[src/rtl/snes_reset_sequencer.sv]
// SNES console reset sequencer: debounced reset, APU sync alignment,
// phase-aligned CPU divider start and delayed CPU reset release.
module snes_reset_sequencer #(
  parameter int DEBOUNCE_CYCLES = 16,
  parameter int SYNC_TIMEOUT    = 1 << 24,
  parameter int RELEASE_DELAY   = 64
) (
  input  logic       clkin,
  input  logic       reset,
  input  logic       console_reset_n,
  input  logic       apu_sync_n,
  input  logic       apu_phase0,
  output logic       apu_div7,
  output logic       cpu_div_run,
  output logic       apu_reset_n,
  output logic       cpu_reset_n,
  output logic [2:0] state,
  output logic       sync_error
);

  localparam int DBW = $clog2(DEBOUNCE_CYCLES) + 1;
  localparam int TOW = $clog2(SYNC_TIMEOUT) + 1;
  localparam int RLW = $clog2(RELEASE_DELAY) + 1;

  localparam logic [DBW-1:0] DB_LAST = DBW'(DEBOUNCE_CYCLES - 1);
  localparam logic [TOW-1:0] TO_LAST = TOW'(SYNC_TIMEOUT - 1);
  localparam logic [RLW-1:0] RL_LAST = RLW'(RELEASE_DELAY - 1);

  typedef enum logic [2:0] {
    S_INIT    = 3'd0,
    S_FREE    = 3'd1,
    S_HOLD    = 3'd2,
    S_SYNCING = 3'd3,
    S_ALIGN   = 3'd4,
    S_RELEASE = 3'd5,
    S_RUNNING = 3'd6,
    S_FAULT   = 3'd7
  } state_t;

  state_t           st_q;
  state_t           st_d;
  logic [1:0]       cr_sync;
  logic [2:0]       as_sync;
  logic             rst_db;
  logic [DBW-1:0]   db_cnt;
  logic [TOW-1:0]   to_cnt;
  logic [TOW-1:0]   to_d;
  logic [RLW-1:0]   rl_cnt;
  logic [RLW-1:0]   rl_d;
  logic             div7_d;
  logic             run_d;
  logic             arst_d;
  logic             crst_d;
  logic             err_d;
  logic             sync_fall;

  assign state     = st_q;
  assign sync_fall = as_sync[2] & ~as_sync[1];

  always_ff @(posedge clkin) begin
    if (reset) begin
      cr_sync <= 2'b11;
      as_sync <= 3'b111;
      rst_db  <= 1'b1;
      db_cnt  <= '0;
    end else begin
      cr_sync <= {cr_sync[0], console_reset_n};
      as_sync <= {as_sync[1:0], apu_sync_n};
      if (cr_sync[1] == rst_db) begin
        db_cnt <= '0;
      end else if (db_cnt == DB_LAST) begin
        rst_db <= cr_sync[1];
        db_cnt <= '0;
      end else begin
        db_cnt <= db_cnt + DBW'(1);
      end
    end
  end

  always_comb begin
    st_d   = st_q;
    div7_d = apu_div7;
    run_d  = cpu_div_run;
    arst_d = apu_reset_n;
    crst_d = cpu_reset_n;
    err_d  = sync_error;
    to_d   = to_cnt;
    rl_d   = rl_cnt;
    unique case (st_q)
      S_INIT: begin
        st_d   = S_FREE;
        div7_d = 1'b1;
        run_d  = 1'b1;
        arst_d = 1'b1;
        crst_d = 1'b1;
      end
      S_HOLD: begin
        if (rst_db) begin
          st_d   = S_SYNCING;
          arst_d = 1'b1;
          to_d   = '0;
        end
      end
      S_SYNCING: begin
        if (sync_fall) begin
          st_d   = S_ALIGN;
          div7_d = 1'b1;
        end else if (to_cnt == TO_LAST) begin
          st_d   = S_FAULT;
          err_d  = 1'b1;
          div7_d = 1'b1;
          run_d  = 1'b1;
          crst_d = 1'b1;
        end else if (to_cnt != '1) begin
          to_d = to_cnt + TOW'(1);
        end
      end
      S_ALIGN: begin
        if (apu_phase0) begin
          st_d  = S_RELEASE;
          run_d = 1'b1;
          rl_d  = RL_LAST;
        end
      end
      S_RELEASE: begin
        if (rl_cnt == '0) begin
          st_d   = S_RUNNING;
          crst_d = 1'b1;
        end else begin
          rl_d = rl_cnt - RLW'(1);
        end
      end
      S_FREE, S_RUNNING, S_FAULT: begin
      end
      default: begin
      end
    endcase
    // Console reset request outranks every same-cycle event
    if (!rst_db && st_q != S_INIT && st_q != S_HOLD) begin
      st_d   = S_HOLD;
      div7_d = 1'b0;
      run_d  = 1'b0;
      arst_d = 1'b0;
      crst_d = 1'b0;
      to_d   = '0;
      rl_d   = '0;
    end
  end

  always_ff @(posedge clkin) begin
    if (reset) begin
      st_q        <= S_INIT;
      apu_div7    <= 1'b0;
      cpu_div_run <= 1'b0;
      apu_reset_n <= 1'b0;
      cpu_reset_n <= 1'b0;
      sync_error  <= 1'b0;
      to_cnt      <= '0;
      rl_cnt      <= '0;
    end else begin
      st_q        <= st_d;
      apu_div7    <= div7_d;
      cpu_div_run <= run_d;
      apu_reset_n <= arst_d;
      cpu_reset_n <= crst_d;
      sync_error  <= err_d;
      to_cnt      <= to_d;
      rl_cnt      <= rl_d;
    end
  end

endmodule

[config.mk]
export PLATFORM = sky130hd
export DESIGN_NAME = snes_reset_sequencer
export DESIGN_NICKNAME = d
export VERILOG_FILES = /design/src/rtl/snes_reset_sequencer.sv
export SDC_FILE = /design/constraint.sdc
export NUM_CORES = 1
export LEC_CHECK = 0
export ABC_AREA = 1
export BUFFER_PORTS_ARGS = -buffer_cell sky130_fd_sc_hd__clkbuf_2
export CAP_MARGIN = 20
export CELL_PAD_IN_SITES_DETAIL_PLACEMENT = 1
export CELL_PAD_IN_SITES_GLOBAL_PLACEMENT = 1
export CORE_MARGIN = 2
export CORE_UTILIZATION = 40
export CTS_BUF_LIST = sky130_fd_sc_hd__clkbuf_4
export CTS_CLUSTER_SIZE = 12
export DETAILED_ROUTE_END_ITERATION = 16
export GPL_ROUTABILITY_DRIVEN = 0
export PLACE_DENSITY_LB_ADDON = 0.2
export RECOVER_POWER = 50
export SYNTH_ARGS = -nofsm -noshare
export SYNTH_HDL_FRONTEND = slang
export SYNTH_SLANG_ARGS = --single-unit
export TNS_END_PERCENT = 30
[constraint.sdc]
create_clock -name clkin -period 4.05 [get_ports clkin]
set_input_delay 0.2025 -clock clkin [delete_from_list [all_inputs] [get_ports clkin]]
set_output_delay 0.2025 -clock clkin [all_outputs]
set_load 0.1 [all_outputs]
==> results.json <==
{
  "status": "finished clean",
  "dr.pass1.iters": 4,
  "cts_sinks": 51,
  "antenna_found_initial": 0,
  "io_pins": 13,
  "synthTopCellsByArea": "dfxtp_1 (33%), nand2_1 (16%), nor2_1 (11%)",
  "hp-class": "input pin to flip-flop",
  "crit_arrival_ns": 3.11,
  "end_kind": "flip-flop",
  "clkLatencyLatePin_ns": 0.39,
  "routedWlPerCell_microns": 13.0,
  "synth_edf_count": 0,
  "worstMarginPinSlew_ns": 1.17,
  "post_cts_buffers": 0,
  "cts_resized": 0,
  "p_total_w": 0.00201,
  "die_y_microns": 91.3,
  "hold_start": "reset",
  "period_share": 0.697,
  "criticalPathCategory": "flip-flop to flip-flop",
  "dp_worst_setup_slack_ns": 2.01,
  "placedCellCount": 565,
  "num_rows": 31,
  "drc": 0,
  "syn_inst": 462,
  "grt_pass1_wl_microns": 13300,
  "grt_max_degree": 28,
  "grt_setup_unrepaired": "false",
  "start_kind": "flip-flop",
  "finClkSkew_ns": 0.0119,
  "final_core_util": 0.442,
  "yosys-top-cells-count": "nand2_1 (130), nor2_1 (93), dfxtp_1 (51)",
  "yosysTopAreaCell": "dfxtp_1",
  "power.leakage_nw": 1.27,
  "fmax_ghz": 0.354,
  "yosys.cell_count.top_type": "nand2_1",
  "synth_seq_cells": 51,
  "antenna_cells": 0,
  "die_w_microns": 91.3,
  "clockRootBuffer": "clkbuf_4",
  "holdPathStages": 2,
  "ys_types": 36,
  "worstRegToRegCells": 9,
  "drt_wl_total_microns": 7490,
  "area_growth_pct": 6.28,
  "yosysSeqAreaShare": 0.335,
  "synthArstFlopShare": 0,
  "setup_ws_ns": 1.23,
  "setup_viol": 0,
  "cts_htree_levels": 2,
  "timing.final.crit_period_ns": 2.82,
  "grt_pass1_vias": 2815,
  "yosys.area.top_type_share": 0.335,
  "cts_buffers": 5,
  "final_antenna_net_count": 0,
  "avgSynthCellArea_sq_um": 6.60,
  "r2r_slack_ns": 1.23,
  "vias": 2867,
  "synth_flop_cell": "dfxtp_1",
  "max-slew-margin-rel": 0.221,
  "cts.reportedPaths.clkPinSlew_ns": 0.17,
  "nNetsFinal": 484,
  "syn_nets": 471,
  "timing.rr.start": "state[2]",
  "cap_violations": 0,
  "maxSlewViolCount": 0,
  "start_util": 0.416,
  "stdcell_count": 575,
  "netlist_area_sq_um": 3050,
  "ctsHoldBuffers": 2,
  "worstPathRequired_ns": 4.34,
  "portBuffers": 12,
  "die_area_sq_um": 8340,
  "drive_gt1_frac": 0.122,
  "powerDensity_nw_per_um2": 620,
  "irDropWorstVdd_uv": 194,
  "clockBufferDepth": 2,
  "globalRouteOverflowTotal": 0,
  "cts_tree": "built",
  "drtIter0Drc": 88,
  "fp.coreArea_sq_um": 7330,
  "reg2reg_to": "to_cnt[0]",
  "cp_max_fo": 27,
  "setup_tns_ns": 0,
  "track_usage": 0.193,
  "finalHoldViolCount": 0,
  "hpwl_microns": 5590,
  "synth_warnings": 0,
  "viasPerCell": 4.99,
  "hold_path_end": "state[1]"
}
[logic make-up (layout without fill, tap and decap cells)]
group,after synthesis,in the layout,synth area share
AND/OR/NAND/NOR,287,287,0.423
buffers and inverters,53,67,0.0788
XOR/XNOR,9,9,0.0258
adder cells (fa/ha/maj),4,4,0.0164
flip-flops,51,51,0.335
AO/OA/AOI/OAI,58,58,0.121
[power by group]
group | internal, W | total (W) | switching [W]
Sequential | 0.000615 | 0.000721 | 0.000106
Combinational | 0.000258 | 0.000973 | 0.000715
Clock | 0.000134 | 0.000316 | 0.000183
[state kept, by name, summed over array words and instances, names as in the netlist, 2 cells and up]
signal	flops
state	3
as_sync	3
to_cnt	25
cr_sync	2
rl_cnt	7
db_cnt	5
[layout make-up]
| type | count | area [sq um] |
|---|---|---|
| inverters | 44 | 168 |
| repair buffers | 15 | 77.6 |
| multi-input cells | 358 | 1770 |
| flip-flops and latches | 51 | 1020 |
| clock buffers | 5 | 37.5 |
| fillers | 984 | 4090 |
| clock inverters | 3 | 47.5 |
| well taps | 99 | 124 |
[metrics by stage]
| step | hold WS (ns) | area, sq um |
|---|---|---|
| global placement | 0.385 | 3170 |
| detailed placement | 0.392 | 3170 |
| CTS | 0.0644 | 3270 |
| finish | 0.0798 | 3240 |
| global route | 0.0968 | 3240 |
| floorplan | 0.306 | 3050 |
[per-layer routing]
metal | track usage | vias to the layer above | routed length (microns)
met5 | 0 | - | 0
met4 | 0.0429 | 0 | 84
met3 | 0.0274 | 8 | 142
met2 | 0.343 | 21 | 3640
met1 | 0.248 | 1363 | 3630
li1 | - | 1475 | -
[critical path, cell delays in order, from the launching register on]
cell and delay [ns]:
dfxtp_1 0.47, inv_1 0.12, nand2_1 0.13, inv_1 0.07, nand2_1 0.65, inv_4 0.16
nand3_1 0.35, nand3_4 0.38, o21ai_0 0.32, nor2_1 0.07
[layout by cell type, fill, tap and decap left out, types with 6 or more instances in the layout]
| master | instances |
|---|---|
| nand2_1 | 132 |
| nor2_1 | 93 |
| dfxtp_1 | 51 |
| inv_1 | 43 |
| a21oi_1 | 19 |
| nand3_1 | 16 |
| o21ai_0 | 16 |
| a21oi_2 | 12 |
| nand4_1 | 11 |
| nand2_2 | 9 |
| nor2_2 | 8 |
| clkbuf_1 | 8 |
| xor2_1 | 7 |
| o21bai_1 | 7 |
| or2_2 | 6 |
[how the worst max path moves through the flow]
| stage | slack [ns] | depth (start not counted) | endpoint | startpoint |
|---|---|---|---|---|
| after floorplan | 1.81 | 7 | rl_cnt[2] | state[0] |
| after global placement | 2.11 | 7 | rl_cnt[5] | state[0] |
| after detailed placement | 2.01 | 9 | to_cnt[0] | state[2] |
| after CTS | 1.98 | 10 | to_cnt[10] | state[2] |
| after global routing | 0.93 | 9 | to_cnt[0] | state[2] |
| final | 1.23 | 9 | to_cnt[0] | state[2] |
(Power assumes the default switching activity.)
